==> src/rtl/gb_frame_writer.sv <==
// PPU pixel capture and frame-buffer write controller with optional ping-pong banking.
// Double buffering is enabled by defining GB_FB_DOUBLE_BUFFER_EN; otherwise a single bank is used.
module gb_frame_writer #(
  parameter int H_PIXELS = 160,
  parameter int V_PIXELS = 144,
  parameter int PIX_W    = 2,
  parameter int ADDR_W   = 15,
  parameter int X_W      = 8,
  parameter int Y_W      = 8
) (
  input  logic              GameBoy_clk,
  input  logic              GameBoy_reset,
  input  logic [PIX_W-1:0]  px_data,
  input  logic              px_valid,
  input  logic              px_vsync,
  input  logic              disp_frame_start,
  output logic              fb_we,
  output logic [ADDR_W-1:0] fb_waddr,
  output logic [PIX_W-1:0]  fb_wdata,
  output logic              fb_wbank,
  output logic              fb_rbank,
  output logic              frame_done,
  output logic [X_W-1:0]    cur_x,
  output logic [Y_W-1:0]    cur_y,
  output logic [7:0]        overrun_cnt
);

`ifdef GB_FB_DOUBLE_BUFFER_EN
  localparam bit DOUBLE_BUF = 1'b1;
`else
  localparam bit DOUBLE_BUF = 1'b0;
`endif

  localparam logic [X_W-1:0] X_LAST = X_W'(H_PIXELS - 1);
  localparam logic [Y_W-1:0] Y_LAST = Y_W'(V_PIXELS - 1);

  typedef enum logic {FILL, HOLD} state_t;

  state_t              state_reg, state_next;
  logic [X_W-1:0]      x_reg, x_next;
  logic [Y_W-1:0]      y_reg, y_next;
  logic [ADDR_W-1:0]   addr_reg, addr_next;
  logic                we_reg, we_next;
  logic [ADDR_W-1:0]   waddr_reg, waddr_next;
  logic [PIX_W-1:0]    wdata_reg, wdata_next;
  logic                done_reg, done_next;
  logic                wbank_reg, wbank_next;
  logic [7:0]          ovr_reg, ovr_next;

  // vsync restarts the raster; a pixel in the same cycle lands at address 0
  logic [X_W-1:0]      base_x;
  logic [Y_W-1:0]      base_y;
  logic [ADDR_W-1:0]   base_addr;

  assign base_x    = px_vsync ? '0 : x_reg;
  assign base_y    = px_vsync ? '0 : y_reg;
  assign base_addr = px_vsync ? '0 : addr_reg;

  always_ff @(posedge GameBoy_clk or posedge GameBoy_reset) begin
    if (GameBoy_reset) begin
      state_reg <= FILL;
      x_reg     <= '0;
      y_reg     <= '0;
      addr_reg  <= '0;
      we_reg    <= 1'b0;
      waddr_reg <= '0;
      wdata_reg <= '0;
      done_reg  <= 1'b0;
      wbank_reg <= 1'b0;
      ovr_reg   <= 8'd0;
    end else begin
      state_reg <= state_next;
      x_reg     <= x_next;
      y_reg     <= y_next;
      addr_reg  <= addr_next;
      we_reg    <= we_next;
      waddr_reg <= waddr_next;
      wdata_reg <= wdata_next;
      done_reg  <= done_next;
      wbank_reg <= wbank_next;
      ovr_reg   <= ovr_next;
    end
  end

  always_comb begin
    state_next = state_reg;
    wbank_next = wbank_reg;
    ovr_next   = ovr_reg;
    we_next    = 1'b0;
    done_next  = 1'b0;
    waddr_next = waddr_reg;
    wdata_next = wdata_reg;
    x_next     = base_x;
    y_next     = base_y;
    addr_next  = base_addr;

    // Swap has priority over an overrun so a coincident pixel goes to the new bank
    if (state_reg == HOLD) begin
      if (disp_frame_start) begin
        wbank_next = ~wbank_reg;
        state_next = FILL;
      end else if (px_valid) begin
        if (ovr_reg != 8'hFF)
          ovr_next = ovr_reg + 8'd1;
        state_next = FILL;
      end
    end

    if (px_valid) begin
      we_next    = 1'b1;
      waddr_next = base_addr;
      wdata_next = px_data;
      if (base_x == X_LAST) begin
        x_next = '0;
        if (base_y == Y_LAST) begin
          y_next     = '0;
          addr_next  = '0;
          done_next  = 1'b1;
          state_next = DOUBLE_BUF ? HOLD : FILL;
        end else begin
          y_next    = base_y + Y_W'(1);
          addr_next = base_addr + ADDR_W'(1);
        end
      end else begin
        x_next    = base_x + X_W'(1);
        addr_next = base_addr + ADDR_W'(1);
      end
    end
  end

  assign fb_we       = we_reg;
  assign fb_waddr    = waddr_reg;
  assign fb_wdata    = wdata_reg;
  assign frame_done  = done_reg;
  assign fb_wbank    = wbank_reg;
  assign fb_rbank    = DOUBLE_BUF ? ~wbank_reg : 1'b0;
  assign cur_x       = x_reg;
  assign cur_y       = y_reg;
  assign overrun_cnt = ovr_reg;

endmodule

==> config.mk <==
export PLATFORM = sky130hd
export DESIGN_NAME = gb_frame_writer
export DESIGN_NICKNAME = d
export VERILOG_FILES = /design/src/rtl/gb_frame_writer.sv
export SDC_FILE = /design/constraint.sdc
export NUM_CORES = 1
export LEC_CHECK = 0
export ABC_CLOCK_PERIOD_IN_PS = 2029
export CAP_MARGIN = 40
export CORE_MARGIN = 2
export CORE_UTILIZATION = 47
export CTS_BUF_LIST = sky130_fd_sc_hd__clkbuf_16
export DETAILED_ROUTE_END_ITERATION = 8
export GPL_ROUTABILITY_DRIVEN = 0
export HOLD_SLACK_MARGIN = 0.08
export PLACE_DENSITY = 0.73
export SYNTH_ARGS = -nofsm -noshare
export SYNTH_HDL_FRONTEND = slang
export SYNTH_SLANG_ARGS = --single-unit
==> constraint.sdc <==
create_clock -name GameBoy_clk -period 2.03 [get_ports GameBoy_clk]
set_input_delay 0.609 -clock GameBoy_clk [delete_from_list [all_inputs] [get_ports GameBoy_clk]]
set_output_delay 0.609 -clock GameBoy_clk [all_outputs]
set_load 0.005 [all_outputs]
==> results.py <==
metrics = {
    "floorplanning": {
        "die_area_mm2": 0.00671,
        "start_util_pct": 48.5,
        "rows": 28,
        "die_w_um": 81.9,
        "ios": 52,
        "die_h_um": 81.9,
        "core_mm2": 0.00589,
    },
    "synthesis": {
        "synth_compound_area_share_pct": 6.80,
        "synth-simple-area-share_pct": 23.3,
        "syn-num-nets": 274,
        "synth.avg_cell_area_um2": 10.9,
        "synth_ff_type": "dfrtp_1",
        "synth.top_cell.area_share_pct": 52.6,
        "synth-xor-area-share_pct": 7.37,
        "synthArstFlopShare_pct": 100,
        "synth-edff-count": 0,
        "yosysSeqAreaShare_pct": 52.6,
        "synth_top_family_by_area": "simple AND/OR/NAND/NOR gates",
        "synthDistinctLibCells": 45,
        "synth_top_area_cell": "dfrtp_1",
        "synth_area_leaders": "dfrtp_1 (53%), xnor2_1 (5.8%), mux2_2 (4.7%)",
        "syn_inst": 263,
        "yosysWarnings": 0,
        "synth_mux_area_share_pct": 5.09,
        "netlist_area_mm2": 0.00285,
        "synth_fa_ha_area_share_pct": 1.75,
        "ys_ff_latch": 60,
    },
    "cts": {
        "cts_tree": "built",
        "cts_buffers": 9,
        "htree_levels": 3,
        "clock_latency_ns": 0.33,
        "cts_sinks": 60,
        "clk_pin_slew_ns": 0.06,
        "clock_path_buffers": 2,
        "ctsRootBufferMaster": "clkbuf_16",
    },
    "critical_path": {
        "worstSetupStartpointType": "input port",
        "r2r_slack_ns": 0.18,
        "worstSetupPathType": "input port to flop",
        "critPathMaxFanout": 3,
        "timing.rr.end": "cur_y[7]",
        "crit_path_end": "addr_reg[12]",
        "reg2reg_from": "cur_x[0]",
        "cp.arrival_ns": 2.14,
        "critPathLaunch": "px_vsync",
        "end_kind": "flop",
        "cp.required_ns": 2.25,
        "rr_worst_depth": 6,
    },
    "route": {
        "postRouteAntennaNets": 0,
        "wl_met1_um": 2990,
        "viasPerCell": 5.29,
        "highest-signal-layer": "met4",
        "wl_met2_um": 3130,
        "wire_per_inst_um": 15.0,
        "firstDrtPassIters": 4,
        "met3WireLength_um": 267,
        "detail_route.iter0.violations": 95,
        "via_count": 2324,
        "drt-total-wl_um": 6580,
        "post-route-drc-count": 0,
    },
    "sta": {
        "tightest_slew_ns": 0.482,
        "period_minus_slack_ns": 1.92,
        "fmax_mhz": 520,
        "skew_ns": 0.00651,
        "setup-tns-final_ns": 0,
        "fin_crit_sh_pct": 94.8,
        "maxSlewHeadroom_pct": 67.4,
        "slew_violations": 0,
        "final.setup.worst_slack_ns": 0.106,
        "hold_violations": 0,
        "setup_violations": 0,
    },
    "job": {
        "drv_cap": 0,
    },
    "global_route": {
        "grt_first_pass_wirelength_um": 10800,
        "grt_max_degree": 61,
        "grt_pass1_vias": 2256,
        "grt-ovfl-total": 0,
        "grt_usage_pct": 21.5,
        "antenna_found_initial": 0,
    },
    "layout": {
        "final_cell_mix": "dfrtp_1 (60), clkdlybuf4s50_1 (49), buf_4 (43), nand2_1 (28)",
        "nets": 370,
        "final_common_cell": "dfrtp_1",
        "synthToLayoutAreaGrowth_pct": 44.1,
        "fin_cells": 439,
        "diodes": 0,
        "fillers": 404,
        "drive_gt1_share_pct": 26.4,
        "final_area_mm2": 0.00411,
    },
    "pwr": {
        "p_int_uw": 2260,
        "p_switching_uw": 651,
        "p_clk_share_pct": 51.8,
        "power_density_mw_per_mm2": 708,
        "power_frac_comb_pct": 6.1,
        "p_seq_share_pct": 42.1,
        "total_leakage_power_uw": 0.00185,
        "p_total_uw": 2910,
        "swShare_pct": 22.3,
        "ir_drop_v": 0.000471,
    },
    "min_path": {
        "hp-start": "fb_wbank",
        "holdCritPathClass": "flop to flop",
    },
    "place": {
        "port_buffers": 50,
        "place_area_mm2": 0.00373,
        "post-dp-hpwl_um": 4380,
        "detailedPlace.worstSlack_ns": -0.577,
        "dp_cells": 417,
    },
    "status": {
        "outcome": "complete, no violations",
    },
}
## power groups by stage
stage | sequential [uW] | clock [uW] | combinational [uW]
floorplan | 1250 | 0 | 86.3
detailed placement | 1250 | 0 | 170
finish | 1230 | 1510 | 178
CTS | 1220 | 1540 | 175
global placement | 1250 | 0 | 166
global route | 1230 | 1590 | 196
## what timing repair did
item / CTS / global route
pin swaps: 2 / 4
setup endpoints to repair: 26 / 13
gates resized for setup: 3 / 11
setup buffers: 5 / 2
hold buffers: 0 / 0
## cells by family after synthesis
| kind of cell | after synthesis |
|---|---|
| simple gates | 117 |
| flops | 60 |
| compound gates | 27 |
| xor+xnor | 24 |
| buf+inv | 17 |
| mux | 13 |
| fa+ha+maj | 4 |
| other cells | 1 |
## synthesized netlist by cell type (4+ instances only)
library cell and count:
a21oi_1 7, and3_1 5, and4b_1 4, clkbuf_1 7, dfrtp_1 60, ha_1 4, inv_1 5, mux2_2 12
nand2_1 28, nand3_1 11, nand4_1 9, nor2_1 19, nor2b_1 12, nor3_1 10, o21ai_0 6, xnor2_1 19
xor2_1 5
## worst min-delay path by stage
stage	to	slack, ns	cells after the start
final	fb_wbank	0.46	1
after global routing	fb_wbank	0.51	1
after CTS	fb_wbank	0.47	1
after detailed placement	fb_wbank	0.46	1
after global placement	fb_wbank	0.46	1
after floorplan	fb_wbank	0.47	1
## cell type report
cell class / count / area (um^2) / area share (%)
Sequential cell: 60 / 1500 / 36.5
Tap cell: 75 / 93.8 / 2.28
Timing Repair Buffer: 97 / 881 / 21.4
Multi-Input combinational cell: 186 / 1310 / 32.0
Inverter: 5 / 22.5 / 0.548
Clock buffer: 9 / 225 / 5.48
Clock inverter: 7 / 73.8 / 1.80
## routing by layer
layer,vias to the layer above,track usage (%)
li1,1115,-
met1,1122,28.8
met2,70,32.5
met3,17,4.07
met4,0,12.3
met5,-,0
## metrics by stage
stage | hold WS, ns | util [%]
2_1_floorplan | 0.468 | -
3_3_place_gp | 0.461 | 63.4
3_5_place_dp | 0.461 | 63.4
4_1_cts | 0.473 | 69.2
5_1_grt | 0.509 | 69.9
6_report | 0.465 | 69.9
## critical path, cell delays in order
cell      delay [ns]
buf_2           0.12
buf_6           0.13
nor2b_4         0.11
ha_2            0.19
nand4b_1        0.18
nor4_4          0.38
buf_4           0.20
a311o_1         0.16
a21oi_1         0.06
No activity file was read; power rests on OpenSTA's default activity.
